===== config.mk =====
export PLATFORM = sky130hd
export DESIGN_NAME = reg_writeback_arb
export DESIGN_NICKNAME = d
export VERILOG_FILES = /design/src/rtl/cpu_regs_pkg.sv /design/src/rtl/wb_late_fifo.sv /design/src/rtl/reg_writeback_arb.sv
export SDC_FILE = /design/constraint.sdc
export NUM_CORES = 1
export LEC_CHECK = 0
export ABC_AREA = 0
export ABC_CLOCK_PERIOD_IN_PS = 4000
export BUFFER_PORTS_ARGS = -buffer_cell sky130_fd_sc_hd__buf_4
export CAP_MARGIN = 20
export CORE_MARGIN = 2
export CORE_UTILIZATION = 55
export CTS_BUF_LIST = sky130_fd_sc_hd__clkbuf_16
export DETAILED_ROUTE_END_ITERATION = 10
export GPL_TIMING_DRIVEN = 0
export PLACE_DENSITY = 0.8
export RECOVER_POWER = 25
export SLEW_MARGIN = 20
export SYNTH_ARGS = -nofsm -noshare
export SYNTH_HDL_FRONTEND = slang
export SYNTH_SLANG_ARGS = --single-unit

===== constraint.sdc =====
create_clock -name clk -period 4 [get_ports clk]
set_input_delay 1 -clock clk [delete_from_list [all_inputs] [get_ports clk]]
set_output_delay 1 -clock clk [all_outputs]
set_load 0.05 [all_outputs]

===== src/rtl/cpu_regs_pkg.sv =====
// cpu_regs_pkg: shared register-file widths, write-back entry and source tag.
package cpu_regs_pkg;
    localparam int REG_ADDR_W = 5;
    localparam int REG_DATA_W = 32;
    localparam logic [REG_ADDR_W-1:0] REG_ZERO = 5'd0;

    typedef struct packed {
        logic [REG_ADDR_W-1:0] addr;
        logic [REG_DATA_W-1:0] data;
    } wb_entry_t;

    typedef enum logic [1:0] {WB_NONE, WB_PIPE, WB_LATE} wb_src_t;
endpackage


===== src/rtl/wb_late_fifo.sv =====
// wb_late_fifo: synchronous FIFO of late write-back entries.
// Pointers carry one extra wrap bit so full and empty are distinguishable.
module wb_late_fifo
    import cpu_regs_pkg::*;
#(
    parameter int DEPTH = 2
) (
    input  logic      clk,
    input  logic      rst,
    input  logic      push,
    input  wb_entry_t push_data,
    input  logic      pop,
    output wb_entry_t head,
    output logic      full,
    output logic      empty
);
    localparam int AW = $clog2(DEPTH);

    logic [AW:0] wr_ptr, rd_ptr;
    wb_entry_t mem [DEPTH];

    assign empty = wr_ptr == rd_ptr;
    assign full  = (wr_ptr[AW] != rd_ptr[AW]) && (wr_ptr[AW-1:0] == rd_ptr[AW-1:0]);
    assign head  = mem[rd_ptr[AW-1:0]];

    always_ff @(posedge clk) begin
        if (rst) begin
            wr_ptr <= '0;
            rd_ptr <= '0;
        end else begin
            if (push) wr_ptr <= wr_ptr + 1'b1;
            if (pop) rd_ptr <= rd_ptr + 1'b1;
        end
    end

    always_ff @(posedge clk) begin
        if (push) mem[wr_ptr[AW-1:0]] <= push_data;
    end
endmodule


===== src/rtl/reg_writeback_arb.sv =====
// reg_writeback_arb: merges in-order WB and late results onto the single
// register-file write port, tracking outstanding destinations in a scoreboard.
module reg_writeback_arb
    import cpu_regs_pkg::*;
#(
    parameter int LATE_DEPTH   = 2,
    parameter int STARVE_LIMIT = 4
) (
    input  logic                  clk,
    input  logic                  rst,
    input  logic                  stall,
    input  logic [REG_ADDR_W-1:0] pipeWrAddr,
    input  logic [REG_DATA_W-1:0] pipeWrData,
    input  logic                  issueValid,
    input  logic [REG_ADDR_W-1:0] issueAddr,
    input  logic                  lateValid,
    input  logic [REG_ADDR_W-1:0] lateAddr,
    input  logic [REG_DATA_W-1:0] lateData,
    output logic                  lateReady,
    input  logic [REG_ADDR_W-1:0] rsAddr,
    input  logic [REG_ADDR_W-1:0] rtAddr,
    input  logic [REG_ADDR_W-1:0] decRdAddr,
    output logic                  pendHazard,
    output logic                  starveReq,
    output logic [REG_ADDR_W-1:0] wrAddr,
    output logic [REG_DATA_W-1:0] wrData
);
    localparam int CW = $clog2(STARVE_LIMIT + 1);

    wb_entry_t head;
    wb_src_t   src;
    logic      full, empty, push, pop, pipe_win;
    logic [31:0]   pending, pend_next;
    logic [CW-1:0] cnt, cnt_next;

    assign pipe_win   = pipeWrAddr != REG_ZERO;
    assign push       = lateValid & lateReady;
    assign pop        = ~stall & ~pipe_win & ~empty;
    assign lateReady  = ~rst & ~full;
    assign pendHazard = ~rst & (pending[rsAddr] | pending[rtAddr] | pending[decRdAddr]);
    assign starveReq  = ~rst & (cnt >= CW'(STARVE_LIMIT));

    wb_late_fifo #(.DEPTH(LATE_DEPTH)) u_fifo (
        .clk      (clk),
        .rst      (rst),
        .push     (push),
        .push_data('{addr: lateAddr, data: lateData}),
        .pop      (pop),
        .head     (head),
        .full     (full),
        .empty    (empty)
    );

    // Clear lands on the same edge the file writes; a new issue wins over it.
    always_comb begin
        pend_next = pending;
        if (~stall && src == WB_LATE) pend_next[wrAddr] = 1'b0;
        if (issueValid && ~stall && issueAddr != REG_ZERO) pend_next[issueAddr] = 1'b1;
        pend_next[0] = 1'b0;
    end

    assign cnt_next = (empty || pop) ? '0 :
                      (~stall && pipe_win && cnt < CW'(STARVE_LIMIT)) ? cnt + 1'b1 : cnt;

    always_ff @(posedge clk) begin
        if (rst) begin
            wrAddr  <= REG_ZERO;
            wrData  <= '0;
            src     <= WB_NONE;
            pending <= '0;
            cnt     <= '0;
        end else begin
            if (~stall) begin
                if (pipe_win) begin
                    wrAddr <= pipeWrAddr;
                    wrData <= pipeWrData;
                    src    <= WB_PIPE;
                end else if (~empty) begin
                    wrAddr <= head.addr;
                    wrData <= head.data;
                    src    <= WB_LATE;
                end else begin
                    wrAddr <= REG_ZERO;
                    src    <= WB_NONE;
                end
            end
            pending <= pend_next;
            cnt     <= cnt_next;
        end
    end
endmodule


==> reports/qor.txt, run 1 <==
Synth area leader = edfxtp_1
CP delay by family, top = compound AO/OA/AOI/OAI gates
Placer Congestion = 0.932
Ports = 139
Slowest cell on crit path = a2111oi_0
Fmax = 270 MHz
Syn Inst Count = 585
DP Cell Count = 865
Hold Buf Count CTS = 0
CTS tree = built
yosys warns = 0
port bufs = 131
r2r setup slk = 1940 ps
DRT met1 WL = 6.54 mm
number of diodes = 0
FF-to-FF Start = u_fifo.wr_ptr[0]
CTS H-tree depth = 4
row count = 40
Hold Path End = wrData[31]
ys async rst share = 0%
gr usage total = 26.3%
wire per inst = 18.7 um
CP cell instances = buf_4, mux2_2, a2111oi_0, a2111oi_0, a221oi_1, a31oi_1, buf_4
setup slack at placement = 304 ps
Slew Limit Headroom = 44.5%
initial antenna violation count = 0
synthesized flop and latch total = 152
Tcrit/Tclk final = 92.6%
clock latency at the later pin of the worst-skew pair = 420 ps
Num Clock Sinks = 152
met3 wire len = 1.32 mm
clock tree buffer depth = 2
Crit Reg-Reg Endpoint = u_fifo.mem[0][30]
total stage count of the critical path = 7
post-route ant nets = 0
Critical Path AT = 2700 ps
root buf cell = clkbuf_16
die height = 115 um
non-filler cells, final = 897
First-pass DRT Iterations = 5
Worst Reg-to-Reg Cells = 5
Post-synth EDFFs = 74
final worst slack = 296 ps
Area contributors post-synth = edfxtp_1 (33%), dfxtp_1 (23%), mux4_2 (7.4%)
min cycle time layout = 3700 ps
crit start category = input pin
Mean Syn Cell Area = 11.5 um2
vias = 5320
DRT iter0 DRCs = 364
Worst Hold Depth = 2
Via density = 5.93
most frequent cells in the layout = buf_4 (106), nand2_1 (102), dfxtp_1 (78), edfxtp_1 (74), a21oi_1 (66)
WL met2 = 8.61 mm
ratio of cells with drive above 1 in the final layout = 28.8%
Synth Flop Type = dfxtp_1
max_cap viols = 0
WP data required = 3000 ps
Hold WC Path Type = reg2reg
cts bufs inserted = 17
critical path fanouts, max = 9
chip width = 115 um
clock-pin slew on the worst setup and hold paths = 60 ps
number of global-route vias before repair = 5439
setup TNS = 0 ps
Setup Skew = 9.55 ps
post-cts sizing count = 0
WS Path Type = in2out
CP peak stage delay = 440 ps
RSZ-0062 raised after global routing = no
Synth top area share = 33.1%
Overflow after GRT = 0
worst-margin pin slew = 831 ps
HPWL after detailed placement = 12.1 mm
Initial Utilization = 56.2%
Worst VDD drop = 0.000305 V
Post-CTS Setup Bufs = 0
largest net degree at the start of global routing = 31
Routed WL = 16.8 mm
Synth cell types = 41
Net Count, Synth = 685
final slew viol count = 0
crit path buf inv count = 2
outcome = complete, no violations
Fin. Hold Viols = 0
commonest non-fill, non-tap cell in the layout = buf_4
first-pass GRT wire length = 26.5 mm
HP Start = wrData[31]
critical path capture point type = primary output
DR top layer = met4
# nets final = 837
Cell Pwr Density = 417 mW/mm2
sequential share of the synthesized area = 56.3%
synthesis-to-finish area growth = 25.6%
leakage = 2.99 nW
DRC Markers = 0
die area = 0.0131 mm2
CORE AREA = 0.0120 mm2
final-report setup violation count = 0
Cell Area, Synth = 0.00672 mm2
-- flip-flops by register name (all words and copies together) (netlist names), named ones only --
signal,flops
u_fifo.wr_ptr,2
wrAddr,5
src,2
pending,31
u_fifo.rd_ptr,2
u_fifo.mem,74
cnt,3
wrData,32
-- cell usage after synthesis (all sizes together), types with 2 or more instances --
master,instances
inv,2
mux4,22
clkbuf,12
mux2i,39
buf,23
edfxtp,74
nor3b,7
and3,3
a21oi,66
a31oi,2
nand2,102
dfxtp,78
a221oi,3
o21ai,31
and3b,3
nand3,3
nor2b,11
a2111oi,4
o211ai,32
xor2,3
nor2,17
mux2,8
xnor2,5
a211oi,6
nand3b,7
nor3,9
or3b,2
-- logic make-up (layout without fill, tap and decap cells) --
kind of cell / after synthesis / after routing / share of synthesized area (%)
AO/OA/AOI/OAI: 147 / 147 / 13.1
XOR/XNOR: 8 / 8 / 1.04
buffers and inverters: 38 / 203 / 2.96
adder cells (fa/ha/maj): 1 / 1 / 0.186
flip-flops: 152 / 152 / 56.3
multiplexers: 69 / 69 / 14.5
AND/OR/NAND/NOR: 170 / 170 / 11.9
-- layout make-up --
type	count	area, um2
fill	850	3520
inverter	2	7.51
timing repair buffer	133	993
sequential	152	3780
buffer	36	191
clock buffer	17	425
multi-input combinational	395	2760
tap	147	184
clock inverter	15	104
-- through the flow --
stage / area [um2] / hold WS, ps / power (mW) / utilization [%]
final: 8440 / 455 / 3.53 / 70.6
after global routing: 8440 / 483 / 3.64 / 70.6
after CTS: 8470 / 459 / 3.54 / 70.8
after detailed placement: 7950 / 449 / 2.15 / 66.4
after global placement: 7890 / 445 / 2.13 / 66.0
after floorplan: 6730 / 449 / 1.97 / -
-- worst register-to-register path, cell delays in order (launching register included) --
cell and delay (ps):
dfxtp_1 440, xnor2_1 220, a21oi_1 300, nand2_1 170, nor2_4 370, buf_12 250
-- power by group --
| group | switching (mW) | internal, mW |
|---|---|---|
| sequential | 0.0313 | 1.69 |
| clock | 0.622 | 0.790 |
| combinational | 0.235 | 0.155 |
-- layer usage --
layer | vias up | global-route usage [%]
li1 | 2484 | -
met1 | 2600 | 31.4
met2 | 207 | 45.3
met3 | 29 | 8.31
met4 | 0 | 8.29
met5 | - | 0
-- how the worst max path moves through the flow --
stage,slack (ps),from,endpoint
final,300,rtAddr[1],pendHazard
after detailed placement,300,rtAddr[1],pendHazard
after floorplan,140,rsAddr[0],pendHazard
after CTS,300,rtAddr[1],pendHazard
after global placement,310,rtAddr[1],pendHazard
after global routing,170,rtAddr[1],pendHazard
Note: power is estimated with default switching activity, not from simulation.
==> run 2: changes to the inputs <==
Settings changed: ABC_CLOCK_PERIOD_IN_PS 4000 to 3900, CORE_UTILIZATION 55 to 30, PLACE_DENSITY 0.8 to not set.
Clock period 4 ns to 3.9 ns, I/O delays scaled along.
==> run 2 against run 1 <==
  * First-iteration DRC count fell by 8.0%
  * Wire length up 8.8%
  * Critical path depth did not move
  * Largest power group unchanged
==> reports/qor.txt, run 2 (synthesis results as in run 1) <==
RSZ-0062 raised after global routing = no (unchanged)
clock latency at the later pin of the worst-skew pair = 420 ps (about the same)
final slew viol count = 0 (unchanged)
Fmax = 274 MHz
number of diodes = 0 (unchanged)
commonest non-fill, non-tap cell in the layout = buf_4 (unchanged)
row count = 54 (was 40)
Initial Utilization = 30.7% (was 56.2%)
Cell Pwr Density = 444 mW/mm2 (was 417 mW/mm2)
port bufs = 131 (unchanged)
final core occ = 39.9% (was 70.6%)
CTS H-tree depth = 4 (unchanged)
wire per inst = 17.7 um (was 18.7 um)
CORE AREA = 0.0219 mm2 (was 0.0120 mm2)
Post-CTS Setup Bufs = 0 (unchanged)
non-filler cells, final = 1031 (was 897)
r2r setup slk = 1660 ps (was 1940 ps)
Overflow after GRT = 0 (unchanged)
crit start category = input pin (unchanged)
DRT iter0 DRCs = 335 (was 364)
number of global-route vias before repair = 5263 (was 5439)
critical path capture point type = primary output (unchanged)
die height = 154 um (was 115 um)
Slew Limit Headroom = 42.8% (was 44.5%)
ratio of cells with drive above 1 in the final layout = 29.2% (was 28.8%)
DP Cell Count = 999 (was 865)
critical path fanouts, max = 9 (unchanged)
final-report setup violation count = 0 (unchanged)
CP peak stage delay = 550 ps (was 440 ps)
hold_ws = 453 ps (was 455 ps)
Routed WL = 18.3 mm (was 16.8 mm)
chip width = 154 um (was 115 um)
Fin. Hold Viols = 0 (unchanged)
initial antenna violation count = 0 (unchanged)
Hold WC Path Type = reg2reg (unchanged)
max reg flops = 74 (unchanged)
CP delay by family, top = multiplexers (was compound AO/OA/AOI/OAI gates)
min cycle time layout = 3650 ps
synthesis-to-finish area growth = 30.0% (was 25.6%)
HPWL after detailed placement = 13.2 mm (was 12.1 mm)
First-pass DRT Iterations = 5 (unchanged)
Hold Buf Count CTS = 0 (unchanged)
Placer Congestion = 0.823 (was 0.932)
worst-margin pin slew = 856 ps (was 831 ps)
crit path buf inv count = 2 (unchanged)
root buf cell = clkbuf_16 (unchanged)
WP data required = 2920 ps (was 3000 ps)
outcome = complete, no violations (unchanged)
Tot Pwr = 3.88 mW (was 3.53 mW)
CP cell instances = buf_2, mux4_2, mux2i_1, nor3b_1, nor4_1, a31oi_1, buf_4 (was buf_4, mux2_2, a2111oi_0, a2111oi_0, a221oi_1, a31oi_1, buf_4)
most frequent cells in the layout = buf_4 (105), nand2_1 (102), dfxtp_1 (78), edfxtp_1 (74), a21oi_1 (66) (was buf_4 (106), nand2_1 (102), dfxtp_1 (78), edfxtp_1 (74), a21oi_1 (66))
CTS tree = built (unchanged)
Critical Path AT = 2670 ps (was 2700 ps)
post-route ant nets = 0 (unchanged)
Via density = 5.10 (was 5.93)
Slowest cell on crit path = mux4_2 (was a2111oi_0)
largest net degree at the start of global routing = 26 (was 31)
clock-pin slew on the worst setup and hold paths = 60 ps (about the same)
max_cap viols = 0 (unchanged)
post-cts sizing count = 0 (unchanged)
setup TNS = 0 ps (unchanged)
vias = 5259 (was 5320)
gr usage total = 15.8% (was 26.3%)
Worst VDD drop = 0.000293 V (was 0.000305 V)
cts bufs inserted = 17 (unchanged)
WS Path Type = in2out (unchanged)
first-pass GRT wire length = 29.2 mm (was 26.5 mm)
die area = 0.0236 mm2 (was 0.0131 mm2)
DRC Markers = 0 (unchanged)
# nets final = 838 (was 837)
leakage = 3.07 nW (was 2.99 nW)
Ports = 139 (unchanged)
Tcrit/Tclk final = 93.6%
clock tree buffer depth = 2 (unchanged)
Num Clock Sinks = 152 (unchanged)
Setup Skew = 7.75 ps (was 9.55 ps)
-- run 2: cell count changes in the layout (fill, tap and decap cells not counted), sizes merged --
cell | previous run | this run
clkbuf | 63 | 64
bufinv | 0 | 4
inv | 6 | 5
clkinv | 8 | 7
clkinvlp | 3 | 1
-- run 2: worst min-delay path: cells and delay by family (launching register included) --
| family | cells | cell delay, ps |
|---|---|---|
| AOI/OAI and AO/OA | 1 | 50 |
| and+or+nand+nor | 1 | 50 |
| DFF | 1 | 310 |
-- run 2: cell type report --
| type | count | area, um2 |
|---|---|---|
| clock inverter | 15 | 186 |
| fill | 2175 | 13200 |
| timing repair buffer | 134 | 1040 |
| clock buffer | 17 | 425 |
| inverter | 2 | 7.51 |
| multi-input combinational | 395 | 2760 |
| sequential | 152 | 3780 |
| buffer | 36 | 191 |
| tap | 280 | 350 |
-- run 2: path summary, 6_finish.rpt --
kind	start	to	depth (start not counted)
worst max-delay path	rsAddr[1]	pendHazard	7
worst min-delay path	wrData[31]	wrData[31]	2
worst max register to register	u_fifo.wr_ptr[0]	u_fifo.mem[0][31]	6
worst min register to register	wrData[31]	wrData[31]	2
-- run 2: layer usage --
layer | share of wire (%) | GRT usage (%) | wire length [um] | up-vias
li1 | - | - | - | 2495
met1 | 43 | 20.4 | 7850 | 2533
met2 | 45 | 24.1 | 8270 | 208
met3 | 10 | 6.76 | 1880 | 23
met4 | 1.6 | 4.94 | 292 | 0
met5 | 0 | 0 | 0 | -
-- run 2: through the flow --
stage / worst slack, ps / instance area (um2)
after global placement: 277 / 8060
after detailed placement: 247 / 8150
after floorplan: 85.4 / 6730
final: 251 / 8740
after global routing: 103 / 8740
after CTS: 247 / 8760
-- run 2: power by group --
part | switching, mW | total [mW] | leakage (nW) | internal [mW]
Clock | 0.643 | 1.70 | 0.302 | 1.06
Sequential | 0.0314 | 1.77 | 1.32 | 1.73
Combinational | 0.244 | 0.409 | 1.45 | 0.165
